<file path="src/rtl/proc_datapath.sv">
// Processor datapath: R0-R3, operand Rh, result Rl, add/sub and XOR units on a shared bus,
// plus a tracker for the Rh-load -> Rl-compute -> Rl-writeback sequence.
// Optional: define PROC_DATAPATH_OVERFLOW_EN to add the signed-overflow output `overflow`.
module proc_datapath #(
  parameter int WIDTH = 8
) (
  input  logic             clk,
  input  logic             reset,
  input  logic [WIDTH-1:0] data_in,
  input  logic             data_out,
  input  logic [3:0]       R_out,
  input  logic [3:0]       R_in,
  input  logic             Rh_in,
  input  logic             Rl_in,
  input  logic             Rl_out,
  input  logic             AddSub,
  input  logic             AS_enable,
  input  logic             XOR_enable,
  input  logic [1:0]       sel,
  output logic [WIDTH-1:0] bus,
  output logic [WIDTH-1:0] r0,
  output logic [WIDTH-1:0] r1,
  output logic [WIDTH-1:0] r2,
  output logic [WIDTH-1:0] r3,
  output logic             carry,
  output logic             zero,
  output logic             op_done,
  output logic             bus_conflict,
  output logic             seq_err
`ifdef PROC_DATAPATH_OVERFLOW_EN
  ,
  output logic             overflow
`endif
);

  localparam logic [1:0] OP_IDLE = 2'd0;
  localparam logic [1:0] OP_A    = 2'd1;
  localparam logic [1:0] OP_R    = 2'd2;

  logic [WIDTH-1:0] regs [4];
  logic [WIDTH-1:0] rh;
  logic [WIDTH-1:0] rl;
  logic [1:0]       state;
  logic [1:0]       state_next;

  logic [2:0]       driver_count;
  logic             conflict;

  logic [WIDTH:0]   sum;
  logic [WIDTH:0]   diff;
  logic [WIDTH-1:0] alu_result;
  logic             alu_carry;
  logic             en_mismatch;

  logic             rl_load;
  logic             seq_viol;
  logic             done_next;

  assign r0 = regs[0];
  assign r1 = regs[1];
  assign r2 = regs[2];
  assign r3 = regs[3];

  // Every bus source counts, including several R_out bits at once.
  assign driver_count = {2'b00, data_out}
                      + {2'b00, R_out[0]} + {2'b00, R_out[1]}
                      + {2'b00, R_out[2]} + {2'b00, R_out[3]}
                      + {2'b00, Rl_out};
  assign conflict = driver_count > 3'd1;

  // NOTE: every always_comb output gets a default first, so no path can infer a latch.
  always_comb begin
    bus = '0;
    if (!conflict) begin
      if (data_out) bus = data_in;
      for (int i = 0; i < 4; i++) begin
        if (R_out[i]) bus = regs[i];
      end
      if (Rl_out) bus = rl;
    end
  end

  // The extra top bit is the carry on add and the borrow (Rh < bus) on subtract.
  assign sum  = {1'b0, rh} + {1'b0, bus};
  assign diff = {1'b0, rh} - {1'b0, bus};

  always_comb begin
    alu_result  = bus;
    alu_carry   = 1'b0;
    en_mismatch = 1'b0;
    case (sel)
      2'b00, 2'b01: begin
        if (AS_enable) begin
          alu_result = AddSub ? diff[WIDTH-1:0] : sum[WIDTH-1:0];
          alu_carry  = AddSub ? diff[WIDTH]     : sum[WIDTH];
        end else begin
          en_mismatch = 1'b1;
        end
      end
      2'b10: begin
        if (XOR_enable) alu_result = rh ^ bus;
        else            en_mismatch = 1'b1;
      end
      default: ;
    endcase
  end

  // Rh_in wins over Rl_in in the same cycle: Rl is left alone.
  assign rl_load = Rl_in && !Rh_in;

  always_comb begin
    state_next = state;
    seq_viol   = 1'b0;
    done_next  = 1'b0;
    if (Rl_out && state != OP_R) seq_viol = 1'b1;
    if (Rl_in && (Rh_in || Rl_out || state == OP_IDLE || en_mismatch)) seq_viol = 1'b1;
    if (Rh_in) begin
      state_next = OP_A;
    end else if (Rl_in) begin
      if (!Rl_out && state == OP_A) state_next = OP_R;
    end else if (Rl_out && state == OP_R) begin
      state_next = OP_IDLE;
      done_next  = 1'b1;
    end
  end

  // NOTE: sequential state uses non-blocking assignments so every flop samples pre-edge values.
  // NOTE: the register file is four plain flop words, not a RAM macro, so it resets like any other state.
  always_ff @(posedge clk or posedge reset) begin
    if (reset) begin
      for (int i = 0; i < 4; i++) regs[i] <= '0;
      rh           <= '0;
      rl           <= '0;
      carry        <= 1'b0;
      zero         <= 1'b0;
      op_done      <= 1'b0;
      bus_conflict <= 1'b0;
      seq_err      <= 1'b0;
      state        <= OP_IDLE;
    end else begin
      op_done <= done_next && !conflict;
      if (conflict) begin
        bus_conflict <= 1'b1;
      end else begin
        for (int i = 0; i < 4; i++) begin
          if (R_in[i]) regs[i] <= bus;
        end
        if (Rh_in) rh <= bus;
        if (rl_load) begin
          rl    <= alu_result;
          carry <= alu_carry;
          zero  <= (alu_result == '0);
        end
        if (seq_viol) seq_err <= 1'b1;
        state <= state_next;
      end
    end
  end

`ifdef PROC_DATAPATH_OVERFLOW_EN
  logic ovf_add;
  logic ovf_sub;

  assign ovf_add = (rh[WIDTH-1] == bus[WIDTH-1]) && (sum[WIDTH-1]  != rh[WIDTH-1]);
  assign ovf_sub = (rh[WIDTH-1] != bus[WIDTH-1]) && (diff[WIDTH-1] != rh[WIDTH-1]);

  always_ff @(posedge clk or posedge reset) begin
    if (reset) begin
      overflow <= 1'b0;
    end else if (!conflict && rl_load) begin
      overflow <= (!sel[1] && AS_enable) ? (AddSub ? ovf_sub : ovf_add) : 1'b0;
    end
  end
`endif

endmodule
</file>
<file path="config.mk">
export PLATFORM = sky130hd
export DESIGN_NAME = proc_datapath
export DESIGN_NICKNAME = d
export VERILOG_FILES = /design/src/rtl/proc_datapath.sv
export SDC_FILE = /design/constraint.sdc
export NUM_CORES = 1
export LEC_CHECK = 0
export CELL_PAD_IN_SITES_DETAIL_PLACEMENT = 0
export CELL_PAD_IN_SITES_GLOBAL_PLACEMENT = 1
export CORE_MARGIN = 2
export CORE_UTILIZATION = 40
export CTS_BUF_LIST = sky130_fd_sc_hd__clkbuf_8
export DETAILED_ROUTE_END_ITERATION = 10
export PLACE_DENSITY_LB_ADDON = 0.1
export RECOVER_POWER = 50
export SYNTH_ARGS = -nofsm -noshare
export SYNTH_HDL_FRONTEND = slang
export SYNTH_SLANG_ARGS = --single-unit
</file>
<file path="constraint.sdc">
create_clock -name clk -period 5.8 [get_ports clk]
set_input_delay 1.45 -clock clk [delete_from_list [all_inputs] [get_ports clk]]
set_output_delay 1.45 -clock clk [all_outputs]
set_load 0.005 [all_outputs]
</file>
==> impl_metrics.tcl <==
set metrics [dict create \
    cp.required_ns 6.00 \
    grt_pass1_vias 3261 \
    final_max_slew_viol_count 56 \
    whs_ns 0.487 \
    layout_setup_ws_ns 0.0828 \
    fin_util_pct 56.6 \
    startpoint "data_out" \
    start_util_pct 40.9 \
    antenna_found_initial 0 \
    syn_nets 442 \
    drive_gt1_share_pct 22.4 \
    dp_cells 604 \
    powerDensity_nw_per_um2 437 \
    grt_pass1_wl_mm 16.8 \
    rows 34 \
    totalWireLength_mm 10.3 \
    avgRoutedWirePerCell_um 16.6 \
    clkSinkCount 55 \
    vias 3312 \
    hold_path.class "register to register" \
    endpoint_kind "register" \
    drc 0 \
    ys_top_cells_by_area "dfrtp_1, o21ai_0, ha_1, nand2_1, nor2_1" \
    timing.rr.end "rl[6]" \
    cts_tree "built" \
    synth-edff-count 0 \
    netlist.top_cell.by_area "dfrtp_1" \
    cts_hold_buffers 0 \
    ys_warn_count 0 \
    leakagePower_uw 0.00227 \
    die_w_um 98.2 \
    crit_fanout 4 \
    comb_power_share_pct 57.2 \
    fin_crit_ns 5.72 \
    grt.total_usage_pct 21.6 \
    avgSynthCellArea_um2 9.06 \
    power_frac_seq_pct 31.9 \
    antenna_cells 0 \
    htree_levels 2 \
    grt_start_max_net_pins 56 \
    switching_share_pct 39.1 \
    vdd_drop_max_mv 0.214 \
    r2r_slack_ns 2.48 \
    path_class "input port to register" \
    fin_crit_sh_pct 98.6 \
    gp_congestion 0.890 \
    clkLatencyLatePin_ns 0.31 \
    cp-start-kind "input port" \
    finalHoldViolations 0 \
    io_pins 72 \
    place_ws_ns -0.503 \
    p_int_uw 1310 \
    fp.dieH_um 98.2 \
    port_buffers 71 \
    netlist_instances 392 \
    tightest_slew_ns 3.02 \
    violations "max-capacitance violations, max-slew violations" \
    maxCapViolations 1 \
    postSynthRegisterBits 55 \
    final-setup-viol-count 0 \
    cts_root_buf "clkbuf_8" \
    cts.path.max_buffers 2 \
    area_delta_synth_final_pct 38.4 \
    synthFlopType "dfrtp_1" \
    status "finished with violations" \
    cts_buffers 5 \
    synth_area_um2 3550 \
    clkTransAtPathRegs_ns 0.10 \
    fin_skew_ns 0.00705 \
    coreArea_um2 8680 \
    clkPwrFrac_pct 10.9 \
    max_freq_mhz 175 \
    die_area_um2 9650 \
    vias_per_cell 5.36 \
    final_cells 618 \
    synth_most_common_cell "nand2_1" \
    ant_nets 0 \
    overflow 0 \
    timing.rr.start "r0[5]" \
    placed_cell_area_um2 4690 \
    async_flop_share_pct 100 \
    drtIter0Drc 126 \
    drt_first_pass_iters 4 \
    arrival_ns 5.92 \
    netlist.area_leader.share_pct 38.8 \
    nets 559 \
    final_area_um2 4910 \
    ff2ff_path_depth 15 \
    yosysUniqueCellTypes 71 \
    slew_headroom_pct -101 \
    crit_end "rl[6]" \
    ys_seq_area_share_pct 38.8 \
    p_switching_uw 839 \
    dpl.hpwl_mm 7.85 \
    synth_common_cells "nand2_1, dfrtp_1, o21ai_0, nor2_1, inv_1" \
    rsz0062_at_grt "yes" \
]
-- layout make-up --
class / instances / area, um^2
Sequential cell: 55 / 1380
Inverter: 23 / 86.3
Clock buffer: 6 / 82.6
Timing Repair Buffer: 129 / 1140
Clock inverter: 2 / 16.3
Tap cell: 108 / 135
Multi-Input combinational cell: 295 / 2080
Fill cell: 830 / 3760
-- through the flow --
| step | TNS (ns) | power (uW) |
|---|---|---|
| after floorplan | 0 | 1270 |
| after global placement | -5.14 | 1860 |
| after detailed placement | -5.18 | 1880 |
| after CTS | -0.0260 | 2150 |
| after global routing | -0.0566 | 2330 |
| final | 0 | 2150 |
-- critical path, cell delays in order --
cell and delay, ns:
dlygate4sd2_1 0.26, fa_1 0.56, inv_1 0.06, fa_1 0.46, nor2_2 0.12, fa_2 0.48, nor2_4 0.16, o221ai_2 0.12
a21o_2 0.23, buf_4 0.16, ha_1 0.33, inv_1 0.08, o2bb2ai_2 0.20, o21bai_1 0.13, o311ai_2 0.25, xor2_1 0.10
and2_1 0.16, o32a_1 0.35, mux2_2 0.26
-- worst min path at each step --
stage | start | end | slack, ns | cells after the start
2_1_floorplan | rl[5] | rl[5] | 0.44 | 2
3_3_place_gp | rl[5] | rl[5] | 0.46 | 2
3_5_place_dp | rl[5] | rl[5] | 0.47 | 2
4_1_cts | rl[5] | rl[5] | 0.50 | 2
5_1_grt | seq_err | seq_err | 0.51 | 1
6_report | seq_err | seq_err | 0.49 | 1
-- flip-flops by register name (all words and copies together) (netlist names), 2 cells and up --
name / cells
r0: 8
r1: 8
r2: 8
r3: 8
rh: 8
rl: 8
state: 2
-- power by group through the flow --
| stage | Combinational (uW) | Sequential [uW] | Clock [uW] |
|---|---|---|---|
| after CTS | 1220 | 686 | 240 |
| after global placement | 1170 | 688 | 0 |
| after floorplan | 603 | 668 | 0 |
| after global routing | 1360 | 711 | 256 |
| after detailed placement | 1190 | 692 | 0 |
| final | 1230 | 685 | 233 |
-- routing by layer --
| metal | wire [um] | up-vias | share of wire [%] | track usage [%] |
|---|---|---|---|---|
| met5 | 0 | - | 0 | 0 |
| met4 | 103 | 0 | 1.0 | 4.21 |
| met3 | 395 | 6 | 3.8 | 3.22 |
| met2 | 5020 | 75 | 49 | 36.8 |
| met1 | 4770 | 1589 | 46 | 29.5 |
| li1 | - | 1642 | - | - |
-- placed cells by master (no fill, tap or decap), drive strengths merged, types with 3 or more instances in the layout --
cell           Yosys  routed
nand3              3       3
clkbuf            10       8
dfrtp             55      55
buf                9      57
clkdlybuf4s50      0      37
o21ai             52      52
nor2              28      28
o221ai             4       4
mux2i              3       3
a221oi             6       6
fa                 5       5
o31a               6       6
nor3               5       5
a21oi             19      19
inv               23      22
a211oi             4       4
xor2               3       3
nand2b             8       8
dlygate4sd2        0       8
a22o              10      10
o311ai             3       3
and2               3       3
dlygate4sd3        0      23
ha                18      18
or2                5       5
a22oi              3       3
nand2             59      59
mux2               3       3
nor2b              6       6
o41ai              3       3
-- cell families (layout without fill, tap and decap cells) --
group	count (synthesis)	in the layout	synth area share, %
xor+xnor	5	5	1.23
mux	6	6	1.80
compound gates	132	132	26.8
flops	55	55	38.8
fa+ha+maj	23	23	9.16
simple gates	129	129	17.1
buf+inv	42	160	5.18
-- repair_timing --
| item | in CTS | in global routing |
|---|---|---|
| resized for setup | 24 | 12 |
| endpoints found under the setup margin | 11 | 6 |
| pin swaps | 4 | 1 |
| setup buffers | 5 | 1 |
No activity file was read; power rests on OpenSTA's default activity.
